--- config.mk ---
export PLATFORM = sky130hd
export DESIGN_NAME = seq_pattern_tx
export DESIGN_NICKNAME = d
export VERILOG_FILES = /design/src/rtl/seq_pattern_pkg.sv /design/src/rtl/seq_pattern_tx.sv
export SDC_FILE = /design/constraint.sdc
export NUM_CORES = 1
export LEC_CHECK = 0
export ABC_AREA = 1
export CAP_MARGIN = 20
export CORE_MARGIN = 1
export CORE_UTILIZATION = 50
export DETAILED_ROUTE_END_ITERATION = 8
export PLACE_DENSITY_LB_ADDON = 0.1
export SLEW_MARGIN = 10
export SYNTH_ARGS = -nofsm -noshare
export SYNTH_HDL_FRONTEND = slang
export SYNTH_SLANG_ARGS = --single-unit
--- constraint.sdc ---
create_clock -name clk -period 1.9 [get_ports clk]
set_clock_uncertainty 0.2 [all_clocks]
set_input_delay 0.38 -clock clk [delete_from_list [all_inputs] [get_ports clk]]
set_output_delay 0.38 -clock clk [all_outputs]
set_load 0.01 [all_outputs]
--- src/rtl/seq_pattern_pkg.sv ---
// Shared encodings for the serial pattern transmitter and its users.
package seq_pattern_pkg;

  typedef enum logic [1:0] {
    IDLE = 2'b00,
    SEND = 2'b01,
    GAPS = 2'b10,
    DONE = 2'b11
  } state_t;

  localparam logic [2:0] PAT_101 = 3'b101;

endpackage

--- src/rtl/seq_pattern_tx.sv ---
// Serial pattern transmitter: sends a captured pattern MSB-first a programmed
// number of times, with forced-zero gap bits between repetitions.
module seq_pattern_tx
  import seq_pattern_pkg::*;
#(
  parameter int unsigned PAT_W = 3,
  parameter int unsigned CNT_W = 4,
  parameter int unsigned GAP   = 1
) (
  input  logic             clk,
  input  logic             rst,
  input  logic             start,
  input  logic [PAT_W-1:0] pattern,
  input  logic [CNT_W-1:0] reps,
  output logic             data,
  output logic             valid,
  output logic             busy,
  output logic             done
);

  localparam int unsigned BIT_W = (PAT_W > 1) ? $clog2(PAT_W) : 1;
  localparam int unsigned GAP_W = (GAP > 1) ? $clog2(GAP) : 1;

  state_t             state, state_n;
  logic [PAT_W-1:0]   pat_q, pat_n;
  logic [PAT_W-1:0]   shift_q, shift_n;
  logic [BIT_W-1:0]   bit_q, bit_n;
  logic [GAP_W-1:0]   gap_q, gap_n;
  logic [CNT_W-1:0]   rep_q, rep_n;
  logic               data_n, valid_n, busy_n, done_n;

  // State, datapath and output registers; outputs are precomputed from next state.
  always_ff @(posedge clk or posedge rst) begin
    if (rst) begin
      state   <= IDLE;
      pat_q   <= '0;
      shift_q <= '0;
      bit_q   <= '0;
      gap_q   <= '0;
      rep_q   <= '0;
      data    <= 1'b0;
      valid   <= 1'b0;
      busy    <= 1'b0;
      done    <= 1'b0;
    end else begin
      state   <= state_n;
      pat_q   <= pat_n;
      shift_q <= shift_n;
      bit_q   <= bit_n;
      gap_q   <= gap_n;
      rep_q   <= rep_n;
      data    <= data_n;
      valid   <= valid_n;
      busy    <= busy_n;
      done    <= done_n;
    end
  end

  // Next-state, counter and output decode.
  always_comb begin
    state_n = state;
    pat_n   = pat_q;
    shift_n = shift_q;
    bit_n   = bit_q;
    gap_n   = gap_q;
    rep_n   = rep_q;

    unique case (state)
      IDLE: begin
        if (start && (reps != '0)) begin
          pat_n   = pattern;
          shift_n = pattern;
          rep_n   = reps;
          bit_n   = BIT_W'(PAT_W - 1);
          state_n = SEND;
        end
      end
      SEND: begin
        shift_n = shift_q << 1;
        if (bit_q == '0) begin
          rep_n = rep_q - CNT_W'(1);
          if (rep_n == '0) begin
            state_n = DONE;
          end else if (GAP > 0) begin
            gap_n   = GAP_W'(GAP - 1);
            state_n = GAPS;
          end else begin
            // Back-to-back repetition: reload without leaving SEND.
            shift_n = pat_q;
            bit_n   = BIT_W'(PAT_W - 1);
          end
        end else begin
          bit_n = bit_q - BIT_W'(1);
        end
      end
      GAPS: begin
        if (gap_q == '0) begin
          shift_n = pat_q;
          bit_n   = BIT_W'(PAT_W - 1);
          state_n = SEND;
        end else begin
          gap_n = gap_q - GAP_W'(1);
        end
      end
      DONE: begin
        state_n = IDLE;
      end
      default: begin
        state_n = IDLE;
      end
    endcase

    data_n  = (state_n == SEND) ? shift_n[PAT_W-1] : 1'b0;
    valid_n = (state_n == SEND) || (state_n == GAPS);
    busy_n  = (state_n != IDLE);
    done_n  = (state_n == DONE);
  end

endmodule
# [Word-level counts from Yosys, hierarchy flattened]
# Cells that the tools add are included.
# W data, S select, Z words.
[totals] reg_bits=19 output_inout_bits=4 inputBits=10 wordCells=60
[classes] mux=20 n_reduce_logical=15 add_sub_neg=3 eq_ne=11
[ops] op="$mux W2" count=6
[ops] op="$ne A2 B2 Y1 const B" count=5
[ops] op="$pmux W3 S3" count=1
[ops] op="$reduce_and A3 Y1" count=3
[ops] op="$eq A2 B2 Y1 const B" count=4
[ops] op="$mux W4" count=2
[ops] op="$pmux W2 S4" count=1
[ops] op="$pmux W4 S2" count=1
[ops] op="$mux W3" count=2
[ops] op="$pmux W2 S3" count=1
[ops] op="$reduce_bool A2 Y1" count=3
[ops] op="$mux W1" count=5
[ops] op="$eq A2 B1 Y1 const B" count=2
[ops] op="$logic_not A2 Y1" count=2
[ops] op="$logic_not A4 Y1" count=1
[ops] op="$reduce_and A4 Y1" count=1
[ops] op="$reduce_bool A4 Y1" count=1
[ops] op="$sub A4 B1 Y4 const B" count=1
[ops] op="$reduce_bool A3 Y1" count=1
[ops] op="$pmux W1 S2" count=1
[ops] op="$reduce_and A2 Y1" count=1
[ops] op="$sub A2 B1 Y2 const B" count=1
[ops] op="$logic_and A1 B1 Y1" count=1
[ops] op="$logic_or A1 B1 Y1" count=1
[ops] op="$sub A1 B1 Y1 const B" count=1

# [Logic depth before layout (Yosys ltp)]
[depth] depth_word=7 mapped_depth=9 depth_no_buf=9

# [Worst setup path after synthesis]
# OpenSTA, ideal clock, no wires.
[synth_path] path_type="register to register" from="register rep_q[0]" to="register data" setup_slack_ns=0.197 setup_time_ns=0.073 n_path_buf=0 t_required_ns=1.627 stages_incl_launch_ff=10 period_less_slack_ns=1.703 arrival_time_ns=1.430 path_cell_list="dfrtp_1 -> inv_1 -> ha_1 -> xor2_1 -> nor2_1 -> nand3_1 -> a21oi_1 -> ha_1 -> inv_1 -> a21oi_2"
[synth_between] elab_chain_cells=7
[synth_rtl] element="start: declaration" line_no="seq_pattern_tx.sv:29" rtl="logic [CNT_W-1:0] rep_q, rep_n;"
[synth_rtl] element="start signal: assignment" line_no="seq_pattern_tx.sv:51" rtl="rep_q <= rep_n;"
[synth_rtl] element="$sub A4 B1 Y4" line_no="seq_pattern_tx.sv:81" rtl="rep_n = rep_q - CNT_W'(1);"
[synth_rtl] element="$logic_not A4 Y1" line_no="seq_pattern_tx.sv:82" rtl="if (rep_n == '0) begin"
[synth_rtl] element="$mux W1" line_no="seq_pattern_tx.sv:82"
[synth_rtl] element="$mux W2" line_no="seq_pattern_tx.sv:80" rtl="if (bit_q == '0) begin"
[synth_rtl] element="$pmux W2 S4" line_no="seq_pattern_tx.sv:68" rtl="unique case (state)"
[synth_rtl] element="via state_n[0]" line_no="seq_pattern_tx.sv:24" rtl="state_t state, state_n;"
[synth_rtl] element="$eq A2 B1 Y1" line_no="seq_pattern_tx.sv:113" rtl="data_n = (state_n == SEND) ? shift_n[PAT_W-1] : 1'b0;"
[synth_rtl] element="$mux W1" line_no="seq_pattern_tx.sv:113"
[synth_rtl] element="via data_n" line_no="seq_pattern_tx.sv:30" rtl="logic data_n, valid_n, busy_n, done_n;"
[synth_rtl] element="end signal: assignment" line_no="seq_pattern_tx.sv:52" rtl="data <= data_n;"
[synth_rtl] element="end: declaration" line_no="seq_pattern_tx.sv:15" rtl="output logic data,"
# The timed path passes the listed nets, and every way through them passes these cells.
# A chain may end at the register's enable or synchronous reset.

# [Worst setup path after layout]
# Same ends and word-level chain as after synthesis.

==> results.ini <==
[final_layout]
final_core_util_pct=69.7
fin_cells=159
diodes=0
nets=152
final_common_cell=nand2_1
drive_gt1_share_pct=25.4
ff_latch_area_um2=450
areaGrowthSynthToFinish_pct=28.2
fill_cells=154
layout_common_cells=nand2_1 (32), dfrtp_1 (18), clkdlybuf4s50_1 (13)
multiInputGateArea_um2=463

[synth]
synth_top_cell_by_area=dfrtp_1
ys_seq_elements=18
avgSynthCellArea_um2=8.56
synth_top_area_share_pct=47.4
ys_seq_area_share_pct=47.4
syn_inst=111
synth_area_leaders=dfrtp_1 (47%), nand2_1 (13%), ha_1 (7.9%)
yosysWarnings=0
syn-cell-area_um2=950
ys_types=19
syn-num-nets=127

[floorplanning]
die_w_um=45.6
row_count=15
coreArea_um2=1750
dieArea_um2=2080
start_util_pct=54.4
pin_count=14
fp.dieH_um=45.6

[placement]
gp_congestion=0.816
port_buffers=13
hpwlAfterDp_um=1240
dp.cells=153

[cts]
h-tree-depth=1
clkLatencyLatePin_ns=0.29
cts_root_buffer=clkbuf_4
path_clk_slew_ns=0.10
cts_hold_buf=0
numCtsBuffers=3
cts_tree=done
cts.sinks=18
clockBufferDepth=2

[sta]
min_period_ns=1.86
setup_tns_ns=0
period_share_pct=97.8
setup_viol=0
fmax_ghz=0.538
hold_violations=0
drv_slew=0
maxSlewHeadroom_pct=79.6
worst_slew_pin_slew_ns=0.306

[worst_setup_path]
crit_fanout=3
end_kind=register
worst_setup_path_start_kind=register
path_buf_inv=2
worst-setup-path-type=reg2reg
cp_slowest_cell=dfrtp_1
arrival_ns=1.88
path_delay_family=flip-flops
startpoint=rep_q[0]$_DFFE_PP0P_
r2r_start=rep_q[0]$_DFFE_PP0P_
cp_cell_sequence=inv_2 -> ha_4 -> xor2_2 -> nor2_1 -> nand3_2 -> a21oi_2 -> ha_2 -> inv_2 -> a21oi_2
crit_required_ns=1.92
cp_slowest_stage_delay_ns=0.40

[drt]
first_pass_iters=3
via_count=759
drc=0
routed_wl_um=1790
drt-initial-drc-count=3
wire_per_inst_um=11.3
vias_per_cell=4.77
ant_nets=0

[global_route]
grt_max_degree=19
grt_pass1_vias=694
antenna_found_initial=0
grtUsageTotal_pct=20.2
grt_remaining_overflow=0
grt_pass1_wl_um=2880

[power_and_ir_drop]
vdd_ir_drop_max_mv=1.26
cellPowerDensity_nw_per_um2=1690
cellLeakagePower_nw=0.608

[status]
outcome=completed

[flow_run]
cap_violations=0

[hold_path]
hold_path_class=in2async

[metrics by stage]
stage	setup slack, ns	hold WS (ns)	instance area (um2)	total power, W
after global placement	-0.00319	0.263	1140	0.00169
after global routing	-0.0382	0.227	1220	0.00226
after detailed placement	-0.0263	0.271	1140	0.00171
final	0.0414	0.201	1220	0.00206
after CTS	0.0110	0.194	1160	0.00191
after floorplan	0.197	0.119	950	0.00140
[final cells by class]
class,count,share of cell area (%)
Multi-Input combinational cell,75,38.0
Tap cell,25,2.57
Timing Repair Buffer,20,15.0
Inverter,18,5.55
Sequential cell,18,37.0
Clock buffer,3,1.85
[cells in the mapped netlist]
cell / n
nand2_1: 32
nand3_1: 10
ha_1: 6
or2_1: 1
a21oi_2: 1
nand2_4: 2
nand3_4: 1
nand2_2: 3
o21ai_1: 8
nand4_1: 3
clkinv_1: 1
dfrtp_1: 18
nor2_2: 1
nor2_1: 3
nor2_4: 2
inv_1: 11
a21oi_1: 1
inv_2: 6
xor2_1: 1
[repair_timing]
item,CTS,global route
gates resized for setup,0,9
setup endpoints to repair,0,3
buffers inserted,0,3
[worst reg2reg max path: stages (launching register included)]
cell	delay, ns
dfrtp_1	0.40
inv_2	0.07
ha_4	0.17
xor2_2	0.18
nor2_1	0.14
nand3_2	0.11
a21oi_2	0.20
ha_2	0.20
inv_2	0.03
a21oi_2	0.09
[worst paths after layout]
path,end,slack (ns),depth (start not counted)
min reg2reg,bit_q[1]$_DFFE_PP0P_,0.29,2
min in group clk,bit_q[1]$_DFFE_PP0P_,0.29,2
max in group asynchronous,shift_q[0]$_DFFE_PP0P_,1.11,3
max reg2reg,data$_DFF_PP0_,0.04,9
max,data$_DFF_PP0_,0.04,9
min,rep_q[2]$_DFFE_PP0P_,0.20,3
[layer usage]
| layer | GRT usage (%) | vias to the layer above | share of wire (%) |
|---|---|---|---|
| met5 | 0 | - | 0 |
| li1 | - | 399 | - |
| met2 | 34.9 | 11 | 52 |
| met1 | 23.5 | 344 | 44 |
| met3 | 4.76 | 5 | 2.5 |
| met4 | 9.09 | 0 | 1.8 |
[flip-flops by register name (all words and copies together), names as in the netlist]
name and flops:
state 2, valid 1, done 1, pat_q 3, rep_q 4, busy 1, bit_q 2, data 1
shift_q 3
[report_power, final]
group	internal, W	switching, W
clock	0.0000737	0.000111
combinational	0.000525	0.000674
sequential	0.000561	0.000112
[kinds of logic after synthesis]
logic type / after synthesis / share of synthesized area [%]
AO/OA/AOI/OAI: 10 / 5.67
XOR/XNOR: 1 / 0.922
adder cells (fa/ha/maj): 6 / 7.90
buffers and inverters: 18 / 7.11
flip-flops: 18 / 47.4
AND/OR/NAND/NOR: 58 / 31.0
Power figures use the tool's default switching activity.
==> variant: new RTL, config.mk and constraints unchanged <==
`PAT_W`: 3 -> 6.
--- a/src/rtl/seq_pattern_tx.sv
+++ b/src/rtl/seq_pattern_tx.sv
@@ -3,7 +3,7 @@
 module seq_pattern_tx
   import seq_pattern_pkg::*;
 #(
-  parameter int unsigned PAT_W = 3,
+  parameter int unsigned PAT_W = 6,
   parameter int unsigned CNT_W = 4,
   parameter int unsigned GAP   = 1
 ) (
Ports: changed (resized pattern); port bits go from 14 to 17. The function was not compared with the original's and may differ.
==> variant against the original RTL <==
  * Via count is 33% higher
  * Register-to-register slack better by 0.11 ns
  * Critical path depth is 8 lower
  * Total power is 11% higher
  * Synthesized cell count is 32% higher
  * Synthesized area is 33% higher
  * Sequential share of layout area is 2.9 points higher
  * Wire length is 38% higher
  * Clock power is 34% higher
  * Sequential cell count is 7 higher
  * Cell count is 28% higher
  * First-iteration DRC count grew to 3.3 times the old value
  * Design area is 29% higher
  * Setup slack better by 0.056 ns
  * Largest cell class is now registers
==> variant: results (changes against the original RTL) <==
stage;metric;value;unit;change
outcome;status;finished clean;;
logic_synthesis;synth_ff_type;dfrtp_1;;
placement;hpwl;1800;µm;+45%
power;p_leak;0.822;nW;+35%
final_layout;reg.largest.list;pat_q x6, shift_q x6, rep_q x4;;
detailed_routing;first_pass_iters;4;;+1
clock_network;numCtsBuffers;3;;unchanged
final_layout;nNetsFinal;197;;+30%
logic_synthesis;yosys-top-cells-area;dfrtp_1 50%, nand2_1 16%, ha_1 7.0%;;
logic_synthesis;yosysSeqAreaShare;49.7;%;+2.3 points
logic_synthesis;syn_nets;166;;+31%
clock_network;clock_latency;0.33;ns;+0.04 ns
clock_network;clkTransAtPathRegs;0.14;ns;+0.04 ns
clock_network;cts_max_level;1;;unchanged
placement;gp_congestion;0.769;;-5.9%
grt;antenna_found_initial;0;;unchanged
clock_network;root_buffer;clkbuf_4;;
timing;worst_pin_slew;0.325;ns;+0.0182 ns
logic_synthesis;yosysWarnings;0;;unchanged
detailed_routing;vias;1011;;+33%
grt;grt_start_max_net_pins;26;;+7
power;irDropWorstVdd;1030;µV;-19%
grt;grt_usage;22.1;%;+1.9 points
placement;port_buffers;16;;+3
final_layout;n_antenna_cell;0;;unchanged
logic_synthesis;synthTopCellsByCount;52 x nand2_1, 25 x dfrtp_1, 21 x inv_1;;
setup_path;max_stage_delay;0.53;ns;+0.13 ns
power;netSwitchingFraction;40.9;%;-2.7 points
min_path;hp-class;in -> async;;
setup_path;r2r_cells;9;;unchanged
grt;grt_pass1_wl;4300;µm;+49%
clock_network;clockBufferDepth;2;;unchanged
setup_path;cp_top_family;buffers and inverters;;
setup_path;slowest_stage;clkdlybuf4s50_1;;
setup_path;arrival;1.22;ns;-0.66 ns
detailed_routing;wl_per_cell;12.1;µm;+7.9%
setup_path;crit_fanout;1;;-2
logic_synthesis;yosysUniqueCellTypes;23;;+4
logic_synthesis;async_flop_share;100;%;unchanged
grt;grt_pass1_vias;1021;;+47%
timing;fin_crit_sh;94.9;%;-2.9 points
detailed_routing;drt_iter0_drc;10;;+7
final_layout;drive_gt1_share;14.8;%;-11 points
==> variant: worst paths after layout <==
| check | startpoint | endpoint | slack, ns |
|---|---|---|---|
| max reg2reg | rep_q[1]$_DFFE_PP0P_ | busy$_DFF_PP0_ | 0.15 |
| max | data$_DFF_PP0_ | data | 0.1 |
| min | rst | pat_q[0]$_DFFE_PP0P_ | 0.18 |
| min in group clk | bit_q[1]$_DFFE_PP0P_ | bit_q[1]$_DFFE_PP0P_ | 0.29 |
| min reg2reg | bit_q[1]$_DFFE_PP0P_ | bit_q[1]$_DFFE_PP0P_ | 0.29 |
| max in group asynchronous | rst | shift_q[1]$_DFFE_PP0P_ | 1.07 |
==> variant: timing repair <==
action | CTS | global route
hold endpoints to repair | 0 | 0
endpoints found under the setup margin | 0 | 4
resized for setup | 0 | 4
setup buffers | 0 | 1
==> variant: cells by family after synthesis <==
group	synth area share, %
XOR/XNOR	1.39
AND/OR/NAND/NOR	27.6
AO/OA/AOI/OAI	6.86
adder cells (fa/ha/maj)	6.96
flip-flops	49.7
buffers and inverters	7.46
==> variant: layout make-up <==
type | instances | area, µm²
fill | 204 | 731
timing repair buffer | 27 | 243
clock inverter | 1 | 5.00
inverter | 22 | 82.6
tap | 28 | 35.0
clock buffer | 3 | 22.5
multi-input combinational | 98 | 553
sequential | 25 | 626
==> variant: through the flow <==
step / TNS (ns) / cell area (µm²) / std cells / setup WS [ns] / hold WS, ns
after detailed placement: -0.410 / 1520 / 199 / -0.115 / 0.260
final: 0 / 1570 / 204 / 0.0970 / 0.181
after global routing: 0 / 1570 / 204 / 0.00322 / 0.231
after CTS: 0 / 1550 / 203 / 0.0314 / 0.201
after floorplan: 0 / 1260 / 146 / 0.134 / 0.207
after global placement: -0.317 / 1520 / 199 / -0.0845 / 0.254
==> variant: power by group through the flow <==
stage	registers (mW)	logic, mW	clock network [mW]
detailed placement	0.900	1.09	0
global route	0.922	1.32	0.269
finish	0.890	1.14	0.247
global placement	0.891	1.05	0
CTS	0.890	1.10	0.251
floorplan	0.884	0.751	0
==> variant: layer usage <==
| layer | track usage [%] | part of all wire [%] |
|---|---|---|
| met2 | 37.0 | 48 |
| met5 | 0 | 0 |
| met1 | 28.5 | 47 |
| met3 | 4.06 | 3.8 |
| met4 | 7.89 | 1.5 |
==> variant: worst register-to-register path, stage by stage, from the launching register on <==
cell and delay [ns]:
dfrtp_1 0.38, inv_1 0.13, ha_2 0.22, xnor2_2 0.12
nand2_1 0.07, nor2_1 0.16, o21ai_2 0.08, buf_4 0.14
ha_1 0.16, inv_1 0.05
